### src/rtl/segment7_decoder.sv
// Recovers hex digits from sampled 7-segment display lines: debounces the sampled
// pattern, decodes it once it has been stable, and hands it off with a ready/valid flag.
module segment7_decoder #(
    parameter int STABLE_CYCLES = 4
) (
    input  logic       clk,
    input  logic       rst,
    input  logic [8:0] segment_led,
    input  logic       out_ready,
    output logic [3:0] seg_data,
    output logic       dp,
    output logic       data_valid,
    output logic       blank,
    output logic       seg_error,
    output logic [7:0] error_count,
    output logic       overrun
);

    typedef enum logic [1:0] {
        UNSTABLE = 2'd0,
        SETTLING = 2'd1,
        LOCKED   = 2'd2
    } state_t;

    localparam logic [7:0] STABLE_LIMIT = 8'(STABLE_CYCLES);

    localparam logic [6:0] FONT [16] = '{
        7'h3f, 7'h06, 7'h5b, 7'h4f, 7'h66, 7'h6d, 7'h7d, 7'h07,
        7'h7f, 7'h6f, 7'h77, 7'h7c, 7'h39, 7'h5e, 7'h79, 7'h71
    };

    state_t     state_reg, state_next;
    logic [7:0] count_reg, count_next;
    logic [8:0] sample_reg;
    logic [8:0] prev_reg;

    logic       same_sample;
    logic       digit_enabled;
    logic       accept;

    logic [15:0] match;
    logic        hit;
    logic [3:0]  digit;
    logic        blank_pattern;

    logic [3:0] seg_data_reg, seg_data_next;
    logic       dp_reg, dp_next;
    logic       data_valid_reg, data_valid_next;
    logic       blank_reg, blank_next;
    logic       seg_error_reg, seg_error_next;
    logic [7:0] error_count_reg, error_count_next;
    logic       overrun_reg, overrun_next;

    // Input capture plus one stage of history so stability is judged on registered data only.
    always_ff @(posedge clk) begin
        if (rst) begin
            sample_reg <= 9'h1FF;
            prev_reg   <= 9'h1FF;
        end else begin
            sample_reg <= segment_led;
            prev_reg   <= sample_reg;
        end
    end

    assign same_sample   = (sample_reg == prev_reg);
    assign digit_enabled = ~sample_reg[8];

    always_ff @(posedge clk) begin
        if (rst) begin
            state_reg <= UNSTABLE;
            count_reg <= 8'd0;
        end else begin
            state_reg <= state_next;
            count_reg <= count_next;
        end
    end

    // The counter starts at 2 because two matching samples already exist on entry.
    always_comb begin
        state_next = state_reg;
        count_next = count_reg;
        accept     = 1'b0;
        case (state_reg)
            UNSTABLE: begin
                if (digit_enabled && same_sample) begin
                    state_next = SETTLING;
                    count_next = 8'd2;
                end else begin
                    count_next = 8'd0;
                end
            end
            SETTLING: begin
                if (!digit_enabled || !same_sample) begin
                    state_next = UNSTABLE;
                    count_next = 8'd0;
                end else if (count_reg >= STABLE_LIMIT) begin
                    state_next = LOCKED;
                    accept     = 1'b1;
                end else begin
                    count_next = count_reg + 8'd1;
                end
            end
            LOCKED: begin
                if (!digit_enabled || !same_sample) begin
                    state_next = UNSTABLE;
                    count_next = 8'd0;
                end
            end
            default: begin
                state_next = UNSTABLE;
                count_next = 8'd0;
            end
        endcase
    end

    genvar gi;
    generate
        for (gi = 0; gi < 16; gi++) begin : g_font_match
            assign match[gi] = (sample_reg[6:0] == FONT[gi]);
        end
    endgenerate

    assign hit           = |match;
    assign blank_pattern = (sample_reg[6:0] == 7'h00);

    always_comb begin
        digit = 4'd0;
        for (int i = 0; i < 16; i++) begin
            if (match[i]) begin
                digit = 4'(i);
            end
        end
    end

    // A fresh digit on the consume edge keeps data_valid high and is not an overrun.
    always_comb begin
        seg_data_next    = seg_data_reg;
        dp_next          = dp_reg;
        data_valid_next  = data_valid_reg;
        blank_next       = blank_reg;
        seg_error_next   = 1'b0;
        error_count_next = error_count_reg;
        overrun_next     = overrun_reg;

        if (data_valid_reg && out_ready) begin
            data_valid_next = 1'b0;
        end

        if (accept) begin
            if (hit) begin
                seg_data_next   = digit;
                dp_next         = sample_reg[7];
                blank_next      = 1'b0;
                data_valid_next = 1'b1;
                if (data_valid_reg && !out_ready) begin
                    overrun_next = 1'b1;
                end
            end else if (blank_pattern) begin
                blank_next = 1'b1;
                dp_next    = sample_reg[7];
            end else begin
                seg_error_next = 1'b1;
                blank_next     = 1'b0;
                if (error_count_reg != 8'hFF) begin
                    error_count_next = error_count_reg + 8'd1;
                end
            end
        end
    end

    always_ff @(posedge clk) begin
        if (rst) begin
            seg_data_reg    <= 4'd0;
            dp_reg          <= 1'b0;
            data_valid_reg  <= 1'b0;
            blank_reg       <= 1'b1;
            seg_error_reg   <= 1'b0;
            error_count_reg <= 8'd0;
            overrun_reg     <= 1'b0;
        end else begin
            seg_data_reg    <= seg_data_next;
            dp_reg          <= dp_next;
            data_valid_reg  <= data_valid_next;
            blank_reg       <= blank_next;
            seg_error_reg   <= seg_error_next;
            error_count_reg <= error_count_next;
            overrun_reg     <= overrun_next;
        end
    end

    assign seg_data    = seg_data_reg;
    assign dp          = dp_reg;
    assign data_valid  = data_valid_reg;
    assign blank       = blank_reg;
    assign seg_error   = seg_error_reg;
    assign error_count = error_count_reg;
    assign overrun     = overrun_reg;

endmodule

### config.mk
export PLATFORM = sky130hd
export DESIGN_NAME = segment7_decoder
export DESIGN_NICKNAME = d
export VERILOG_FILES = /design/src/rtl/segment7_decoder.sv
export SDC_FILE = /design/constraint.sdc
export NUM_CORES = 1
export LEC_CHECK = 0
export BUFFER_PORTS_ARGS = -buffer_cell sky130_fd_sc_hd__buf_2
export CAP_MARGIN = 10
export CORE_MARGIN = 2
export CORE_UTILIZATION = 64
export CTS_BUF_LIST = sky130_fd_sc_hd__clkbuf_8
export DETAILED_ROUTE_END_ITERATION = 10
export PLACE_DENSITY = 0.87
export SKIP_LAST_GASP = 1
export SLEW_MARGIN = 20
export SYNTH_ARGS = -nofsm -noshare
export SYNTH_HDL_FRONTEND = slang
export SYNTH_SLANG_ARGS = --single-unit
### constraint.sdc
create_clock -name clk -period 5.05 [get_ports clk]
set_clock_uncertainty 0.05 [all_clocks]
set_input_delay 1.515 -clock clk [delete_from_list [all_inputs] [get_ports clk]]
set_output_delay 1.515 -clock clk [all_outputs]
set_load 0.005 [all_outputs]
Word-level counts from Yosys, hierarchy flattened. Cells that the tools add are included.

Bits in registers: 45. Latch bits: 0. RAM bits: 0. ROM bits: 0. Input port bits: 12. Output and inout bits: 17. Word-level logic and storage cells: 95. Memories kept: 0.

Add/subtract/negate cells: 2. Multipliers: 0. Div/mod/pow operators: 0. Magnitude comparators: 1. Equal/unequal tests: 24. Shift-type cells: 0. Multiplexer cells: 36. Bitwise operators: 4. Reductions and logical operators: 17.

Operator list (number): equality test 7 bit, second input constant (12); 2-to-1 mux 4 bit (14); 2-to-1 mux 8 bit (3); one-hot mux 8 bit (3 select lines) (1); OR reduction 18 bit (1); adder 8 x 1 -> 8 bit, second input constant (2); OR reduction 16 bit (1); equality test 7 x 3 -> 1 bit, second input constant (2); equality test 7 x 6 -> 1 bit, second input constant (2); 2-to-1 mux 1 bit (12); 2-to-1 mux 2 bit (5); equality test 9 bit (1); >= comparator 8 x 3 -> 1 bit, second input constant (1); inequality test 8 bit, second input constant (1); logical NOT 7 bit (1); inequality test 3 bit, second input constant (2); one-hot mux 2 bit (3 select lines) (1); AND reduction 2 bit (3); AND reduction 3 bit (2); inequality test 2 bit, second input constant (2); NOT 1 bit (4); AND reduction 4 bit (1); logical AND 1 bit (3); equality test 2 x 1 -> 1 bit, second input constant (1); other kinds (5) (6).

Longest topological paths before layout.
Word-level depth: 16. Mapped depth: 9. Mapped depth without buffers: 7.

Worst setup path before layout. OpenSTA, ideal clock, no wires.

Kind: input to register. Start: input port rst. End: register count_reg[3]. Setup time: 115 ps. Arrival: 2106 ps. Required time: 4885 ps. Path slack: 2779 ps. Stages: 4. Path buffers: 0. Cell sequence: clkinv_1 > nand2b_1 > nor2_1 > and2_1.

RTL lines: start, declared (RTL line 7) `input logic rst,`; end signal, assigned (RTL line 74) `count_reg <= count_next;`; end, declared (RTL line 33) `logic [7:0] count_reg, count_next;`.

==> key figures <==
Outcome
  – Status: finished, final reports clean

Synthesis
  – Area share of fa/ha/maj cells after synthesis: 0.0169
  – Biggest area consumer among synthesized cells: dfxtp_1
  – YS warnings: 0
  – Post-synthesis compound-gate area fraction: 0.161
  – Mux share of post-synthesis cell area: 0.0237
  – FFs w/ async S/R, synth: 0
  – Largest cells by area after synthesis: dfxtp_1, or2_2, xnor2_1, nor2_1, nand3_1
  – Post-synth top area share: 0.407
  – Main flop type after synthesis: dfxtp_1
  – Syn avg cell area: 9.12 um2
  – Number of synthesized flops with an enable pin: 0
  – Mapped Area: 0.00222 mm2
  – Synth Area in Simple Gates: 0.304
  – Largest family of logic cells by synthesized area: simple AND/OR/NAND/NOR gates
  – Register area share after synthesis: 0.407
  – Net count after synthesis: 258
  – Synthesized instance count: 243
  – Seq cells post-synth: 45
  – Yosys cell types: 60
  – XOR/XNOR share of the synthesized area: 0.0395

Final layout
  – Share of cells above drive strength 1: 0.261
  – Flip-flop and latch area: 901 um2
  – Nets: 278
  – Antenna diodes: 0
  – Fillcell total: 294
  – Commonest non-fill, non-tap cell in the layout: dfxtp_1
  – Area of the multi-input gates: 0.00121 mm2
  – P&R area growth vs syn: 9.15%
  – Commonest non-fill, non-tap cells in the layout: dfxtp_1, buf_2, nor2_1

Critical path
  – R2r startpoint: sample_reg[0]
  – Reg-to-Reg End: error_count[4]
  – Worst setup path start: rst
  – Slowest-stage cell, CP: buf_2
  – Worst setup EP type: flip-flop
  – Buffers and inverters on the worst path: 2
  – CP top delay family: buffers and inverters
  – Reg-to-reg slack, setup: 2.41 ns
  – Worst-path fanout max: 34
  – Cells on worst reg2reg path: 6
  – WP data arrival: 2.93 ns
  – CP max stage delay: 0.43 ns
  – Worst path required time: 5.20 ns
  – CP Cell Sequence: buf_2 -> clkinv_1 -> nand2b_1 -> nor2_1 -> and2_1
  – Worst setup SP type: input pin
  – Critical path class: in -> reg

STA
  – Crit share post-route: 0.550
  – Max_slew headroom: 0.604
  – Worst-Margin Slew: 0.593 ns
  – Fmax: 360 MHz
  – Final setup vio count: 0
  – Worst hold margin: 0.399 ns
  – Hold Vio Cnt, Final: 0
  – Final min period: 2.78 ns
  – Setup TNS: 0 ns
  – Unrepaired setup endpoints after global routing: no
  – Max Slew Vio Count: 0

Power
  – Int Pwr: 0.484 mW
  – Comb pwr share: 0.079
  – Net Sw Frac: 0.253
  – NetSw: 0.164 mW
  – Worst VDD drop: 231 uV
  – Flop pwr share: 0.580
  – Clock network power share: 0.341
  – Pwr dens: 268 mW/mm2
  – Leakage: 0.942 nW

Die
  – Die Wd: 62.8 um
  – Cell row count: 21
  – Core outline area: 0.00334 mm2
  – Die Span Y: 62.8 um
  – Die footprint: 0.00395 mm2
  – Starting Density: 0.664
  – IO Pins: 29

Route
  – Max Used Layer: met4
  – Met3 WL: 179 um
  – Via Count: 1739
  – Met2 wire length: 2010 um
  – DRT met1 WL: 1910 um
  – Antenna viol nets, final: 0
  – Number of remaining DRC errors: 0
  – DR iter-0 viols: 78
  – Avg WL per Cell: 13.5 um
  – First-pass DRT Iterations: 4
  – Via/cell ratio: 5.61
  – DRT Wirelength: 4170 um

Hold path
  – Min-delay src: sample_reg[8]
  – Hold depth: 1
  – Hold WC Path Type: reg -> reg
  – WHS Endpoint: prev_reg[8]

Clock network
  – Total CTS buffers: 5
  – H-tree Lvls: 2
  – Clock latency on the worst-skew pair: 0.30 ns
  – Post-CTS Hold Buffers: 0
  – Clock slew at reported path FFs: 0.09 ns
  – CTS Root Cell: clkbuf_8
  – CTS Buffer Depth: 2
  – Post-cts gate resize count: 0
  – Post-CTS setup buffers: 0
  – Sink Count: 45
  – CTS tree: yes

GRT
  – Antenna violations before repair: 0
  – GRT Overall Usage: 0.238
  – Grt ovf: 0
  – Vias in the first global route: 1640
  – First-pass GRT wire length: 7510 um
  – Largest net degree at the start of global routing: 35

Place
  – Dpl hpwl: 2920 um
  – PortBufs: 28
  – Routability congestion estimate: 0.850

Job
  – Maxcap violations: 0
[cell usage after synthesis (2+ instances only)]
master and number:
buf_6 2, nor2b_1 3, or3_1 5, nor3_1 5, dfxtp_1 45, o211ai_1 2
inv_1 5, a31oi_1 3, nand4bb_1 2, nand2_1 16, o21ai_0 7, and2_1 5
xnor2_1 10, a21oi_1 11, a311oi_1 2, and3_1 2, nand2b_1 4, nand4b_1 3
buf_2 7, nand3_1 13, a211oi_1 2, ha_1 3, nor2_1 21, mux2i_1 3
or2_2 20, nor3b_1 3, o31ai_1 2, clkbuf_1 4, a21o_1 2
[cells by family (layout without fill, tap and decap cells)]
family,Yosys count,after routing
AO/OA/AOI/OAI,43,43
XOR/XNOR,10,10
adder cells (fa/ha/maj),3,3
buffers and inverters,21,42
flip-flops,45,45
multiplexers,5,5
AND/OR/NAND/NOR,116,116
[cell type report]
class	count	share of cell area
Clock inverter	3	0.00879
Tap cell	46	0.0238
Sequential cell	45	0.372
Multi-Input combinational cell	177	0.499
Timing Repair Buffer	28	0.0579
Clock buffer	5	0.0285
Inverter	6	0.00931
[metrics by stage]
step	instances	area (um2)	worst slack [ns]	power, mW	util
2_1_floorplan	243	2220	2.78	0.428	-
3_3_place_gp	302	2330	2.02	0.433	0.698
3_5_place_dp	302	2330	1.97	0.434	0.698
4_1_cts	310	2420	2.29	0.650	0.725
5_1_grt	310	2420	2.06	0.675	0.725
6_report	310	2420	2.27	0.647	0.725
[layer usage]
| metal | vias to the layer above | global-route usage |
|---|---|---|
| met3 | 8 | 0.0523 |
| met2 | 33 | 0.395 |
| li1 | 894 | - |
| met5 | - | 0 |
| met4 | 0 | 0.0917 |
| met1 | 804 | 0.302 |
[how the worst max path moves through the flow]
stage	end	slack (ns)	cells past startpoint
detailed placement	count_reg[4]	1.97	5
global route	count_reg[4]	2.06	5
floorplan	count_reg[3]	2.78	4
global placement	count_reg[7]	2.02	5
CTS	count_reg[4]	2.29	5
finish	count_reg[4]	2.27	5
[power groups by stage]
stage               Sequential, mW  Clock, mW  Combinational, mW
floorplan                    0.373          0             0.0549
global placement             0.384          0             0.0494
detailed placement           0.384          0             0.0506
CTS                          0.375      0.224             0.0509
global route                 0.378      0.241             0.0566
finish                       0.376      0.221             0.0509
Note: power is estimated with default switching activity, not from simulation.
